`src/rtl/wdt_rst_pkg.sv`:
```
`default_nettype none
// ============================================================================
//  Package     : wdt_rst_pkg
//  Description : Shared types and constants for the watchdog reset sequencer:
//                sequencer states, cause bit positions, register addresses
//                and the default software-reset key.
//  Revision    : 1.0 - initial release
// ============================================================================
package wdt_rst_pkg;

  // Encoding is visible to software through the state register
  typedef enum logic [1:0] {
    ST_IDLE    = 2'd0,
    ST_ASSERT  = 2'd1,
    ST_STAGGER = 2'd2
  } state_t;

  // Bit positions inside the cause register
  localparam int c_cause_por = 0;
  localparam int c_cause_wdt = 1;
  localparam int c_cause_ext = 2;
  localparam int c_cause_sw  = 3;

  // Avalon word addresses
  localparam logic [1:0] c_addr_cause = 2'd0;
  localparam logic [1:0] c_addr_count = 2'd1;
  localparam logic [1:0] c_addr_swrst = 2'd2;
  localparam logic [1:0] c_addr_state = 2'd3;

  // Upper byte of writedata that unlocks a software reset
  localparam logic [7:0] c_sw_key_default = 8'hA5;

endpackage
`default_nettype wire

```
`src/rtl/rst_ext_filter.sv`:
```
`default_nettype none
// ============================================================================
//  Module      : rst_ext_filter
//  Description : Push-button conditioner. Two-flop synchroniser, counter of
//                consecutive low cycles and a single-cycle request pulse once
//                the button has been low for EXT_FILTER cycles. A new pulse
//                is only possible after the button is seen high again.
//  Revision    : 1.0 - initial release
// ============================================================================
module rst_ext_filter #(
  parameter int EXT_FILTER = 16
) (
  input  logic clk,
  input  logic reset,
  input  logic i_ext_reset_n_async,
  output logic o_pulse
);

  localparam logic [15:0] c_last = 16'(EXT_FILTER - 1);

  logic        r_sync1;
  logic        r_sync2;
  logic [15:0] r_cnt;
  logic        r_armed;
  logic        r_pulse;

  // Bring the asynchronous button into the clock domain; idle level is high
  always_ff @(posedge clk or posedge reset) begin
    if (reset) begin
      r_sync1 <= 1'b1;
      r_sync2 <= 1'b1;
    end else begin
      r_sync1 <= i_ext_reset_n_async;
      r_sync2 <= r_sync1;
    end
  end

  // Count consecutive low cycles and fire once per press
  always_ff @(posedge clk or posedge reset) begin
    if (reset) begin
      r_cnt   <= 16'd0;
      r_armed <= 1'b1;
      r_pulse <= 1'b0;
    end else begin
      r_pulse <= 1'b0;
      if (r_sync2) begin
        r_cnt   <= 16'd0;
        r_armed <= 1'b1;
      end else if (r_armed) begin
        if (r_cnt == c_last) begin
          r_pulse <= 1'b1;
          r_armed <= 1'b0;
          r_cnt   <= 16'd0;
        end else begin
          r_cnt <= r_cnt + 16'd1;
        end
      end
    end
  end

  assign o_pulse = r_pulse;

endmodule
`default_nettype wire

```
`src/rtl/wdt_reset_sequencer.sv`:
```
`default_nettype none
// ============================================================================
//  Module      : wdt_reset_sequencer
//  Description : Merges watchdog, push-button and software reset requests
//                into a stretched, staged system reset. Peripherals leave
//                reset first, the CPU STAGGER_CYCLES later. Reset cause and
//                a sequence counter are readable over a 16-bit Avalon slave.
//  Revision    : 1.0 - initial release
// ============================================================================
module wdt_reset_sequencer
  import wdt_rst_pkg::*;
#(
  parameter int         HOLD_CYCLES    = 1000,
  parameter int         STAGGER_CYCLES = 64,
  parameter int         EXT_FILTER     = 16,
  parameter logic [7:0] SW_KEY         = c_sw_key_default
) (
  input  logic        clk,
  input  logic        reset,
  input  logic        resetrequest,
  input  logic        ext_reset_n_async,
  input  logic [1:0]  address,
  input  logic        chipselect,
  input  logic        write_n,
  input  logic [15:0] writedata,
  output logic [15:0] readdata,
  output logic        periph_reset_n,
  output logic        cpu_reset_n,
  output logic        seq_busy
);

  localparam logic [15:0] c_hold_last    = 16'(HOLD_CYCLES - 1);
  localparam logic [15:0] c_stagger_last = 16'(STAGGER_CYCLES - 1);

  logic        w_wr;
  logic        w_wdt_req;
  logic        w_ext_req;
  logic        w_sw_req;
  logic        w_req;
  logic        w_start;
  logic [3:0]  w_cause_set;
  logic        w_unused;

  logic        r_rr_prev;
  state_t      r_state;
  logic [15:0] r_timer;
  logic [3:0]  r_cause;
  logic [7:0]  r_count;
  logic [15:0] r_readdata;
  logic        r_periph_n;
  logic        r_cpu_n;
  logic        r_busy;

  rst_ext_filter #(
    .EXT_FILTER (EXT_FILTER)
  ) u_ext_filter (
    .clk                 (clk),
    .reset               (reset),
    .i_ext_reset_n_async (ext_reset_n_async),
    .o_pulse             (w_ext_req)
  );

  assign w_wr        = chipselect & ~write_n;
  assign w_wdt_req   = resetrequest & ~r_rr_prev;
  assign w_sw_req    = w_wr & (address == c_addr_swrst) & writedata[0]
                     & (writedata[15:8] == SW_KEY);
  assign w_req       = w_wdt_req | w_ext_req | w_sw_req;
  assign w_start     = w_req & (r_state == ST_IDLE);
  assign w_cause_set = {w_sw_req, w_ext_req, w_wdt_req, 1'b0};
  assign w_unused    = &{1'b0, writedata[7:4]};

  // Previous watchdog level for rising-edge detection
  always_ff @(posedge clk or posedge reset) begin
    if (reset) r_rr_prev <= 1'b0;
    else       r_rr_prev <= resetrequest;
  end

  // Sequencer FSM; outputs are updated with each state change so they come straight from flops
  always_ff @(posedge clk or posedge reset) begin
    if (reset) begin
      r_state    <= ST_ASSERT;
      r_timer    <= 16'd0;
      r_periph_n <= 1'b0;
      r_cpu_n    <= 1'b0;
      r_busy     <= 1'b1;
    end else begin
      case (r_state)
        ST_IDLE: begin
          if (w_req) begin
            r_state    <= ST_ASSERT;
            r_timer    <= 16'd0;
            r_periph_n <= 1'b0;
            r_cpu_n    <= 1'b0;
            r_busy     <= 1'b1;
          end
        end
        ST_ASSERT: begin
          if (w_req) begin
            r_timer <= 16'd0;
          end else if (r_timer == c_hold_last) begin
            r_state    <= ST_STAGGER;
            r_timer    <= 16'd0;
            r_periph_n <= 1'b1;
          end else begin
            r_timer <= r_timer + 16'd1;
          end
        end
        ST_STAGGER: begin
          if (w_req) begin
            r_state    <= ST_ASSERT;
            r_timer    <= 16'd0;
            r_periph_n <= 1'b0;
          end else if (r_timer == c_stagger_last) begin
            r_state <= ST_IDLE;
            r_timer <= 16'd0;
            r_cpu_n <= 1'b1;
            r_busy  <= 1'b0;
          end else begin
            r_timer <= r_timer + 16'd1;
          end
        end
        default: begin
          r_state    <= ST_ASSERT;
          r_timer    <= 16'd0;
          r_periph_n <= 1'b0;
          r_cpu_n    <= 1'b0;
          r_busy     <= 1'b1;
        end
      endcase
    end
  end

  // Cause (W1C, new events win) and saturating sequence counter (clear+start gives 1)
  always_ff @(posedge clk or posedge reset) begin
    if (reset) begin
      r_cause <= 4'(1 << c_cause_por);
      r_count <= 8'd0;
    end else begin
      if (w_wr && (address == c_addr_cause)) r_cause <= (r_cause & ~writedata[3:0]) | w_cause_set;
      else                                   r_cause <= r_cause | w_cause_set;

      if (w_wr && (address == c_addr_count)) r_count <= w_start ? 8'd1 : 8'd0;
      else if (w_start && (r_count != 8'hFF)) r_count <= r_count + 8'd1;
    end
  end

  // Registered read mux, data valid the cycle after chipselect
  always_ff @(posedge clk or posedge reset) begin
    if (reset) begin
      r_readdata <= 16'd0;
    end else if (chipselect) begin
      case (address)
        c_addr_cause: r_readdata <= {12'd0, r_cause};
        c_addr_count: r_readdata <= {8'd0, r_count};
        c_addr_swrst: r_readdata <= 16'd0;
        default:      r_readdata <= {14'd0, r_state};
      endcase
    end
  end

  assign readdata       = r_readdata;
  assign periph_reset_n = r_periph_n;
  assign cpu_reset_n    = r_cpu_n;
  assign seq_busy       = r_busy;

endmodule
`default_nettype wire

```
`config.mk`:
```
export PLATFORM = sky130hd
export DESIGN_NAME = wdt_reset_sequencer
export DESIGN_NICKNAME = d
export VERILOG_FILES = /design/src/rtl/wdt_rst_pkg.sv /design/src/rtl/rst_ext_filter.sv /design/src/rtl/wdt_reset_sequencer.sv
export SDC_FILE = /design/constraint.sdc
export NUM_CORES = 1
export LEC_CHECK = 0
export CAP_MARGIN = 25
export CORE_MARGIN = 4
export CORE_UTILIZATION = 40
export DETAILED_ROUTE_END_ITERATION = 10
export PLACE_DENSITY = 0.69
export SYNTH_ARGS = -nofsm -noshare
export SYNTH_HDL_FRONTEND = slang
export SYNTH_SLANG_ARGS = --single-unit
```
`constraint.sdc`:
```
create_clock -name clk -period 5.37 [get_ports clk]
set_clock_uncertainty 0.15 [all_clocks]
set_input_delay 0.537 -clock clk [delete_from_list [all_inputs] [get_ports clk]]
set_output_delay 0.537 -clock clk [all_outputs]
set_load 0.005 [all_outputs]
```
== After elaboration in Yosys (flattened, before gate mapping) ==
Cells that the tools add are included.
Cells by class
  add/sub/neg operators: 3
  equality and inequality tests: 16
  mux-type cells: 37
  bitwise operators: 15
  reductions and logical operators: 11
Operators by type and width (count)
  2-to-1 mux 16 bit: 8
  case mux 16 bit (3 select lines): 1
  adder 16 x 1 -> 16 bit, second input constant: 2
  case mux 8 bit (3 select lines): 1
  equality test 16 x 10 -> 1 bit, second input constant: 1
  equality test 16 x 4 -> 1 bit, second input constant: 1
  equality test 16 x 6 -> 1 bit, second input constant: 1
  2-to-1 mux 8 bit: 2
  2-to-1 mux 1 bit: 15
  2-to-1 mux 2 bit: 5
  inequality test 2 bit, second input constant: 5
  adder 8 x 1 -> 8 bit, second input constant: 1
  equality test 8 bit, second input constant: 1
  inequality test 8 bit, second input constant: 1
  OR 4 bit: 2
  AND reduction 4 bit: 2
  AND 1 bit: 6
  case mux 1 bit (3 select lines): 2
  case mux 2 bit (3 select lines): 1
  AND 4 bit: 1
  equality test 2 x 1 -> 1 bit, second input constant: 2
  equality test 2 bit, second input constant: 2
  logical NOT 2 bit: 2
  2-to-1 mux 4 bit: 1
  other kinds (10): 16
Word-level totals
  bits in registers: 70
  logic and storage cells: 96

== Depth between registers and ports, before layout ==
Gate-level depths: netlist (run 1).
  depth in word-level cells: 10
  depth in mapped cells: 9
  mapped depth without buffers: 6

== Hierarchy ==
From an unflattened synthesis (run 1), not the netlist that was laid out.
Unflattened totals
  cell total of the unflattened synthesis: 364
  area, all modules: 3495.9 um^2
By module, submodules not included
  wdt_reset_sequencer: instances 1, cells an instance 258, area each 2426.1 um^2
  rst_ext_filter: instances 1, cells an instance 106, area each 1069.8 um^2

== Least setup slack after synthesis (run 1) ==
OpenSTA, ideal clock, no wires.
  path kind: register -> register
  start: register r_state[1]
  end: register r_timer[1]
  library setup time: 118 ps
  arrival: 1985 ps
  required time: 5102 ps
  slack: 3117 ps
  stages on the path, launching flop included: 10
  buffers on the path: 3
  cells stage by stage: dfrtp_1 -> inv_1 -> ha_1 -> buf_2 -> or3b_2 -> clkbuf_1 -> nor2_2 -> buf_4 -> mux2i_1 -> nor2_1
On the way
  cells in the longest elaborated chain, start to end: 2
Ends and longest elaborated chain
  start: declaration: RTL line wdt_reset_sequencer.sv:45  | state_t r_state;
  start signal: assignment: RTL line wdt_reset_sequencer.sv:81  | r_state <= ST_ASSERT;
  start signal: assignment: RTL line wdt_reset_sequencer.sv:90  | r_state <= ST_ASSERT;
  start signal: assignment: RTL line wdt_reset_sequencer.sv:101  | r_state <= ST_STAGGER;
  equality test 2 bit, or another cell as far along: RTL line wdt_reset_sequencer.sv:87  | case (r_state)
  case mux 16 bit (3 select lines) or inequality test 2 bit (tied branches)
  end signal: assignment: RTL line wdt_reset_sequencer.sv:105  | r_timer <= r_timer + 16'd1;
  end signal: assignment: RTL line wdt_reset_sequencer.sv:119  | r_timer <= r_timer + 16'd1;
  end: declaration: RTL line wdt_reset_sequencer.sv:46  | logic [15:0] r_timer;
Several ways; a longest one is shown, not always the timed one.
A chain may end at the register's enable or synchronous reset.

== Worst setup path after layout (run 1) ==
  start: input port chipselect
  end: register r_count[4]
On the way
  cells in the longest elaborated chain, start to end: 8
Ends and longest elaborated chain
  start: declaration: RTL line wdt_reset_sequencer.sv:23  | input logic chipselect,
  AND 1 bit *: RTL line wdt_reset_sequencer.sv:63  | assign w_wr = chipselect & ~write_n;
  AND 1 bit (2 in a row): RTL line wdt_reset_sequencer.sv:65  | assign w_sw_req = w_wr & (address == c_addr_swrst) & writedata[0]
  AND 1 bit: RTL line wdt_reset_sequencer.sv:66  | & (writedata[15:8] == SW_KEY);
  OR 1 bit: RTL line wdt_reset_sequencer.sv:67  | assign w_req = w_wdt_req | w_ext_req | w_sw_req;
  AND 1 bit: RTL line wdt_reset_sequencer.sv:68  | assign w_start = w_req & (r_state == ST_IDLE);
  logical AND 1 bit: RTL line wdt_reset_sequencer.sv:143  | else if (w_start && (r_count != 8'hFF)) r_count <= r_count + 8'd1;
  nonzero test 2 bit (no source line)
  end signal: assignment: RTL line wdt_reset_sequencer.sv:142  | if (w_wr && (address == c_addr_count)) r_count <= w_start ? 8'd1 : 8'd0;
  end signal: assignment: RTL line wdt_reset_sequencer.sv:143
  end: declaration: RTL line wdt_reset_sequencer.sv:48  | logic [7:0] r_count;
Every way passes the cells marked *; elsewhere a longest branch is shown, timed or not.

==> results.py, run 1 <==
metrics = {
    "power_and_ir_drop": {
        "p_per_area_nw_per_um2": 294,
        "power_mw": 1.17,
        "vdd_drop_max_uv": 165,
        "intPower_mw": 0.809,
        "power_frac_comb_pct": 19.4,
        "clkPwrFrac_pct": 35.7,
        "switching_share_pct": 30.7,
        "p_sw_mw": 0.358,
        "leakagePower_nw": 1.69,
        "p_seq_share_pct": 44.9,
    },
    "min_path": {
        "whs_path_depth": 0,
        "hold_path.class": "reg -> reg",
    },
    "global_routing": {
        "grt_pass1_vias": 2510,
        "grt-ovfl-total": 0,
        "track_usage_pct": 14.5,
        "grt_pass1_wl_um": 11700,
        "antenna_found_initial": 0,
        "grt_max_degree": 63,
    },
    "routing": {
        "route.detailed.drc": 0,
        "vias": 2720,
        "wl_per_cell_um": 14.0,
        "drtAntennaViolNets": 0,
        "viasPerCell": 5.46,
        "drt-total-wl_um": 6980,
        "drt_iter0_markers": 91,
        "dr.pass1.iters": 4,
    },
    "floorplan": {
        "die_area_um2": 10100,
        "die_w_um": 101,
        "fp-row-count": 33,
        "num_io_pins": 43,
        "core_area_um2": 8260,
        "start_util_pct": 41.5,
        "die_y_um": 101,
    },
    "synthesis": {
        "synthMostInstantiatedCell": "dfrtp_1",
        "postSynthCellCount": 358,
        "synth_area_leaders": "dfrtp_1 (41%), dfstp_2 (4.6%), o21ai_0 (3.8%)",
        "synth-edff-count": 0,
        "avgSynthCellArea_um2": 9.57,
        "ys_types": 59,
        "yosys_warnings": 0,
        "syn_area_um2": 3430,
        "synth_flop_cell": "dfrtp_1",
        "ys_seq_area_share_pct": 45.5,
        "ys_ff_latch": 62,
        "async_flop_share_pct": 100,
        "yosysTopAreaCell": "dfrtp_1",
        "synthTopCellsByCount": "dfrtp_1 (56), nand2_1 (32), o21ai_0 (26)",
        "yosysTopAreaCellShare_pct": 40.9,
    },
    "timing": {
        "post-route-period-util_pct": 59.3,
        "hold_violations": 0,
        "setup-tns-final_ns": 0,
        "rsz0062_at_grt": "false",
        "slew_viol_final": 0,
        "setup_violations": 0,
        "max_freq_ghz": 0.314,
        "period_needed_ns": 3.18,
        "whs_ns": 0.198,
        "max-slew-margin-rel_pct": 44.2,
        "tightest_slew_ns": 0.834,
    },
    "critical_path": {
        "required_ns": 5.49,
        "cp-start-kind": "input pin",
        "crit_arrival_ns": 3.30,
        "worstSetupEndpointType": "flip-flop",
        "worstSetupPathType": "in -> reg",
        "r2r_cells": 6,
        "crit_fanout": 16,
    },
    "final_layout": {
        "final_cells": 498,
        "multi_input_area_um2": 1720,
        "fin_nets": 418,
        "fin_area_um2": 3970,
        "drive_gt1_share_pct": 10.4,
        "area_growth_pct": 16.0,
        "seqCellArea_um2": 1560,
        "fill_cells": 808,
        "antennaDiodeCount": 0,
    },
    "clocking": {
        "h-tree-depth": 3,
        "max-clock-path-buffers": 2,
        "cts_tree": "done",
        "clkLatencyLatePin_ns": 0.34,
        "post_cts_resize_count": 0,
        "post_cts_buffers": 0,
        "clk_pin_slew_ns": 0.08,
        "cts_buffers": 9,
        "hold_buffers": 0,
        "cts_root_buf": "clkbuf_8",
        "numClockSinks": 62,
    },
    "placed_design": {
        "hpwl_um": 4870,
        "place_area_um2": 3770,
        "portBuffers": 30,
        "place.gp.congestion": 0.827,
        "placed_cells": 482,
    },
    "outcome": {
        "status": "complete, no violations",
    },
    "job": {
        "drv_cap": 0,
    },
}
==> per-stage QoR <==
stage / util (%) / setup WS [ns]
final: 48.1 / 2.19
after floorplan: - / 3.12
after global routing: 48.1 / 1.98
after CTS: 48.1 / 2.18
after detailed placement: 45.7 / 1.83
after global placement: 45.7 / 1.87
==> path summary, 6_finish.rpt <==
path / from / slack, ns / to
setup / recovery: chipselect / 2.19 / r_count[4]
setup reg to reg: r_state[1] / 2.75 / r_timer[1]
min in group asynchronous: reset / 0.59 / r_timer[12]
max in group asynchronous: reset / 3.99 / r_timer[3]
hold reg to reg: u_ext_filter.r_sync1 / 0.20 / u_ext_filter.r_sync2
hold / removal: u_ext_filter.r_sync1 / 0.20 / u_ext_filter.r_sync2
==> routing by layer <==
| layer | routed length, um | global-route usage (%) |
|---|---|---|
| met5 | 0 | 0 |
| met4 | 51 | 4.66 |
| met3 | 387 | 4.71 |
| met2 | 3220 | 22.6 |
| met1 | 3320 | 19.0 |
==> kinds of logic after synthesis <==
family / synth area share (%)
XOR/XNOR: 2.56
buffers and inverters: 5.11
AND/OR/NAND/NOR: 25.3
multiplexers: 1.53
flip-flops: 45.5
adder cells (fa/ha/maj): 2.19
AO/OA/AOI/OAI: 17.6
other: 0.109
==> layout make-up <==
cell class                      count  area share (%)
Multi-Input combinational cell    269            43.2
Sequential cell                    62            39.2
Timing Repair Buffer               31            7.75
Clock buffer                       11            3.56
Tap cell                          105            3.31
Clock inverter                      5            1.48
Inverter                           15            1.42
==> cell usage in the layout (no fill, tap or decap), types with 3 or more instances in the layout <==
cell,instances
a21o_1,9
a21oi_1,21
and3_1,8
and4_1,3
clkbuf_8,10
clkdlybuf4s50_1,30
conb_1,8
dfrtp_1,56
dfstp_2,6
ha_1,6
inv_1,14
mux2i_1,3
nand2_1,32
nand2b_1,4
nand3_1,13
nand4_1,7
nor2_1,24
nor2_2,4
nor2b_1,3
nor3_1,8
nor3b_1,4
nor4_1,4
o21ai_0,26
o22a_1,5
o22ai_1,6
o2bb2ai_1,3
o31ai_1,7
or2_2,4
or3_1,5
or4_1,10
xor2_1,9
==> state kept, by name, summed over array words and instances, names as in the netlist, 2 cells and up <==
register            flops
r_timer                16
r_cause                 4
r_state                 2
u_ext_filter.r_cnt     16
r_count                 8
readdata                8
==> power by group through the flow <==
| stage | registers (mW) | logic [mW] | clock network [mW] |
|---|---|---|---|
| 2_1_floorplan | 0.525 | 0.186 | 0 |
| 3_3_place_gp | 0.532 | 0.224 | 0 |
| 3_5_place_dp | 0.533 | 0.230 | 0 |
| 4_1_cts | 0.524 | 0.231 | 0.428 |
| 5_1_grt | 0.529 | 0.256 | 0.450 |
| 6_report | 0.524 | 0.226 | 0.417 |
==> worst max-delay path, stage by stage <==
cell	delay [ns]
clkdlybuf4s50_1	0.79
nand2b_1	0.26
nor4_4	0.67
o21ai_2	0.31
or4_1	0.57
a21oi_1	0.16
Power figures use the tool's default switching activity.
==> run 2, diff against run 1 <==
PLACE_DENSITY = 0.71   (was 0.69)
clock period = 2.6 ns   (was 5.37 ns; I/O delays follow)
==> run 2 against run 1 <==
Effect of this change:
- first-iteration DRC count fell by 5.5%
- core utilization rose by 1.2 points
- critical path type is now reg -> reg
- worst hold slack got worse by 0.060 ns
- critical path depth rose by 1
- sequential power rose by 110%
- non-clock buffer count rose by 9
- count of clock-buffer cells in the layout did not move
- sequential share of layout area fell by 0.92 points
- design area rose by 2.4%
- flip-flop and latch count did not move
- cell count rose by 1.8%
- register-to-register slack got worse by 2.5 ns
- largest power group unchanged
==> results.py, run 2 (same netlist as run 1, synthesis figures left out) <==
metrics = {
    "critical_path": {
        "worstSetupPathType": "reg -> reg",
        "r2r_start": "r_state[1]",
        "crit_arrival_ns": 2.50,
        "required_ns": 2.73,
        "reg2reg_slack_ns": 0.22,
        "cp-start-kind": "flip-flop",
        "r2r-end": "r_timer[13]",
        "cp-startpoint": "r_state[1]",
        "worstSetupEndpointType": "flip-flop",
        "path_cells": "inv_1, ha_1, or3b_2, nor2_2, buf_4, o31ai_1, a21oi_1",
        "cp_slowest_cell": "nor2_2",
        "crit_fanout": 18,
        "cp-endpoint": "r_timer[13]",
        "critical_path_buf_inv_count": 2,
        "critPathMaxStageDelay_ns": 0.52,
        "cpLargestDelayFamily": "simple AND/OR/NAND/NOR gates",
        "critical_path_depth": 7,
        "r2r_cells": 7,
    },
    "final_layout": {
        "area_growth_pct": 18.7,
        "largest_registers": "r_timer: 16 flops, u_ext_filter.r_cnt: 16 flops",
        "fin_nets": 427,
        "drive_gt1_share_pct": 12.7,
        "antennaDiodeCount": 0,
        "final_common_cell": "dfrtp_1",
        "fin_area_um2": 4070,
        "final_cell_mix": "dfrtp_1 (56), nand2_1 (32), clkdlybuf4s50_1 (30)",
        "fill_cells": 745,
    },
    "clocking": {
        "post_cts_resize_count": 0,
        "cts_root_buf": "clkbuf_8",
        "hold_buffers": 0,
        "cts_tree": "done",
        "clk_pin_slew_ns": 0.08,
        "clkLatencyLatePin_ns": 0.35,
        "cts_buffers": 9,
        "numClockSinks": 62,
        "h-tree-depth": 3,
        "max-clock-path-buffers": 2,
        "post_cts_buffers": 0,
    },
    "power_and_ir_drop": {
        "leakagePower_nw": 1.75,
        "vdd_drop_max_uv": 325,
        "p_per_area_nw_per_um2": 618,
    },
    "routing": {
        "drt-total-wl_um": 7090,
        "vias": 2794,
        "route.detailed.drc": 0,
        "dr.pass1.iters": 4,
        "wl_per_cell_um": 14.0,
        "viasPerCell": 5.51,
        "drt_iter0_markers": 86,
        "drtAntennaViolNets": 0,
    },
    "global_routing": {
        "grt.met1_usage_pct": 19.6,
        "grt.met2_usage_pct": 23.5,
        "antenna_found_initial": 0,
        "grt-ovfl-total": 0,
        "track_usage_pct": 14.9,
        "met3_usage_pct": 5.12,
        "grt_max_degree": 63,
        "grt_pass1_vias": 2596,
        "grt_pass1_wl_um": 12200,
        "gr-max-usage-layer": "met2",
    },
    "timing": {
        "period_needed_ns": 2.38,
        "tightest_slew_ns": 0.684,
        "setup_violations": 0,
        "max-slew-margin-rel_pct": 54.0,
        "hold_violations": 0,
        "whs_ns": 0.138,
        "post-route-period-util_pct": 91.5,
        "slew_viol_final": 0,
        "rsz0062_at_grt": "false",
        "max_freq_ghz": 0.421,
    },
    "floorplan": {
        "fp-row-count": 33,
        "num_io_pins": 43,
        "die_y_um": 101,
        "start_util_pct": 41.5,
        "core_area_um2": 8260,
        "die_w_um": 101,
        "die_area_um2": 10100,
    },
    "placed_design": {
        "place.gp.congestion": 0.793,
        "portBuffers": 30,
        "hpwl_um": 4960,
        "place_area_um2": 3850,
    },
    "job": {
        "drv_cap": 0,
    },
    "min_path": {
        "hold_path.class": "in -> async",
    },
    "outcome": {
        "status": "complete, no violations",
    },
}
[run 2: cell count changes in the layout (fill, tap and decap cells not counted), sizes merged]
cell,previous run,this run
buf,1,10
clkinv,2,0
clkinvlp,2,1
inv,15,18
[run 2: final cells by class]
cell class                      instances  area [um2]  share of cell area, %
Timing Repair Buffer                   40         388                   9.54
Clock buffer                           11         151                   3.72
Multi-Input combinational cell        269        1720                   42.2
Inverter                               15        56.3                   1.38
Tap cell                              105         131                   3.23
Sequential cell                        62        1560                   38.3
Clock inverter                          5        63.8                   1.57
[run 2: how the worst min path moves through the flow]
stage          slack [ns]              endpoint  depth (start not counted)            startpoint
2_1_floorplan        0.11  u_ext_filter.r_sync1                          0     ext_reset_n_async
3_3_place_gp         0.20  u_ext_filter.r_sync2                          0  u_ext_filter.r_sync1
3_5_place_dp         0.20  u_ext_filter.r_sync2                          0  u_ext_filter.r_sync1
4_1_cts              0.14           r_timer[10]                          3                 reset
5_1_grt              0.14  u_ext_filter.r_sync1                          1     ext_reset_n_async
6_report             0.14            r_timer[1]                          3                 reset
[run 2: routing by layer]
metal / vias up / routed length [um]
li1: 1382 / -
met4: 0 / 67
met3: 8 / 443
met1: 1338 / 3320
met5: - / 0
met2: 66 / 3270
[run 2: worst register-to-register path, cell delays in order, from the launching register on]
cell and delay (ns):
dfrtp_1 0.42, inv_1 0.11, ha_1 0.18, or3b_2 0.48, nor2_2 0.52, buf_4 0.23
o31ai_1 0.07, a21oi_1 0.13
[run 2: stage by stage]
step	power [mW]	std cells	setup WS (ns)	setup TNS [ns]	util, %
floorplan	1.47	365	0.347	0	-
finish	2.51	507	0.222	0	49.3
global route	2.65	507	0.0695	0	49.3
global placement	1.60	491	0.0282	0	46.7
CTS	2.55	507	0.216	0	49.3
detailed placement	1.61	491	-0.0210	-0.0556	46.7
[run 2: where the power goes]
group / total, mW / internal (mW) / switching [mW] / leakage, nW
clock: 0.918 / 0.505 / 0.413 / 0.107
sequential: 1.08 / 1.02 / 0.0590 / 0.828
combinational: 0.513 / 0.206 / 0.306 / 0.815
==> run 3, diff against run 2 <==
ABC_CLOCK_PERIOD_IN_PS = 2600   (was default)
CORE_MARGIN = default   (was 4)
==> run 3 against run 2 <==
Effect of this change:
- setup slack improved by 0.041 ns
- combinational power decreased by 3%
- count of clock-buffer cells in the layout increased by 2
- worst hold slack improved by 0.0072 ns
- fmax increased by 1.7%
- sequential power about the same
- cell count unchanged
- design area decreased by 0.71%
- sequential share of layout area increased by 0.27 points
- via count decreased by 0.14%
==> results.py, run 3 (same netlist as run 1, synthesis figures left out) <==
metrics = {
    "routing": {
        "viasPerCell": 5.50,
        "vias": 2790,
        "drt-total-wl_um": 6960,
        "wl_per_cell_um": 13.7,
        "drt_iter0_markers": 119,
        "drtAntennaViolNets": 0,
        "dr.pass1.iters": 4,
        "route.detailed.drc": 0,
    },
    "power_and_ir_drop": {
        "vdd_drop_max_uv": 290,
        "leakagePower_nw": 1.74,
        "power_mw": 2.36,
        "p_per_area_nw_per_um2": 585,
    },
    "clocking": {
        "cts_root_buf": "clkbuf_8",
        "cts_tree": "done",
        "cts_buffers": 9,
        "clkLatencyLatePin_ns": 0.34,
        "post_cts_resize_count": 0,
        "hold_buffers": 0,
        "h-tree-depth": 3,
        "numClockSinks": 62,
        "max-clock-path-buffers": 2,
        "post_cts_buffers": 0,
        "clk_pin_slew_ns": 0.07,
    },
    "placed_design": {
        "hpwl_um": 4990,
        "portBuffers": 30,
        "place.gp.congestion": 0.819,
        "place_area_um2": 3850,
    },
    "timing": {
        "slew_viol_final": 0,
        "setup_violations": 0,
        "rsz0062_at_grt": "false",
        "max-slew-margin-rel_pct": 50.3,
        "max_freq_ghz": 0.428,
        "period_needed_ns": 2.34,
        "post-route-period-util_pct": 89.9,
        "tightest_slew_ns": 0.738,
        "hold_violations": 0,
        "setup-tns-final_ns": 0,
    },
    "floorplan": {
        "start_util_pct": 41.5,
        "die_w_um": 94.5,
        "die_y_um": 94.5,
        "num_io_pins": 43,
        "fp-row-count": 33,
        "core_area_um2": 8260,
        "die_area_um2": 8940,
    },
    "critical_path": {
        "reg2reg_slack_ns": 0.26,
        "cp-start-kind": "flip-flop",
        "cp-endpoint": "r_timer[1]",
        "crit_arrival_ns": 2.38,
        "cp-startpoint": "r_timer[11]",
        "worstSetupEndpointType": "flip-flop",
        "r2r_cells": 5,
        "r2r_start": "r_timer[11]",
        "required_ns": 2.64,
        "worstSetupPathType": "reg -> reg",
        "r2r-end": "r_timer[1]",
        "crit_fanout": 16,
    },
    "final_layout": {
        "antennaDiodeCount": 0,
        "final_cell_mix": "dfrtp_1 (56), nand2_1 (32), clkdlybuf4s50_1 (30)",
        "drive_gt1_share_pct": 12.4,
        "largest_registers": "r_timer: 16 flops, u_ext_filter.r_cnt: 16 flops",
        "fin_nets": 427,
        "area_growth_pct": 17.9,
        "fin_area_um2": 4040,
        "final_common_cell": "dfrtp_1",
    },
    "global_routing": {
        "gr-max-usage-layer": "met2",
        "grt_max_degree": 29,
        "grt-ovfl-total": 0,
        "track_usage_pct": 17.4,
        "grt.met2_usage_pct": 28.6,
        "grt.met1_usage_pct": 21.4,
        "grt_pass1_vias": 2614,
        "antenna_found_initial": 0,
        "grt_pass1_wl_um": 12000,
        "met3_usage_pct": 5.39,
    },
    "job": {
        "drv_cap": 0,
    },
    "min_path": {
        "hold_path.class": "in -> async",
    },
    "outcome": {
        "status": "complete, no violations",
    },
}
run 3: metrics by stage:
step / util, % / worst slack, ns / hold WS [ns] / cells
after detailed placement: 46.7 / -0.0315 / 0.197 / 491
after global routing: 48.9 / 0.0984 / 0.163 / 507
after CTS: 48.9 / 0.264 / 0.156 / 507
after global placement: 46.7 / 0.0359 / 0.197 / 491
final: 48.9 / 0.263 / 0.145 / 507
after floorplan: - / 0.347 / 0.114 / 365
run 3: cell type report:
cell class              instances  area [um2]
repair buffers                 40         388
clock inverters                 3        17.5
multi-input cells             269        1720
fillers                       757        4220
well taps                     105         131
clock buffers                  13         169
flip-flops and latches         62        1560
inverters                      15        56.3
run 3: metal layers:
metal | share of wire [%] | vias to the layer above
met5 | 0 | -
met4 | 1.0 | 0
met3 | 5.0 | 9
met2 | 47 | 74
met1 | 47 | 1325
li1 | - | 1382
run 3: report_power, final:
group          switching, mW  total (mW)  internal (mW)
Combinational          0.300       0.499          0.199
Sequential            0.0588        1.08           1.02
Clock                  0.360       0.781          0.421
Total                  0.718        2.36           1.65
run 3: how the worst min path moves through the flow:
stage / depth (start not counted) / slack [ns] / end / from
2_1_floorplan: 0 / 0.11 / u_ext_filter.r_sync1 / ext_reset_n_async
6_report: 2 / 0.15 / u_ext_filter.r_cnt[1] / reset
4_1_cts: 2 / 0.16 / u_ext_filter.r_cnt[9] / reset
5_1_grt: 1 / 0.16 / u_ext_filter.r_sync1 / ext_reset_n_async
3_5_place_dp: 0 / 0.20 / u_ext_filter.r_sync2 / u_ext_filter.r_sync1
3_3_place_gp: 0 / 0.20 / u_ext_filter.r_sync2 / u_ext_filter.r_sync1
run 3: worst max-delay path, stage by stage (launching register included):
cell,delay (ns)
dfrtp_1,0.42
or4_4,0.58
nor4_4,0.34
nor2_1,0.13
o221ai_4,0.46
nor2_1,0.10
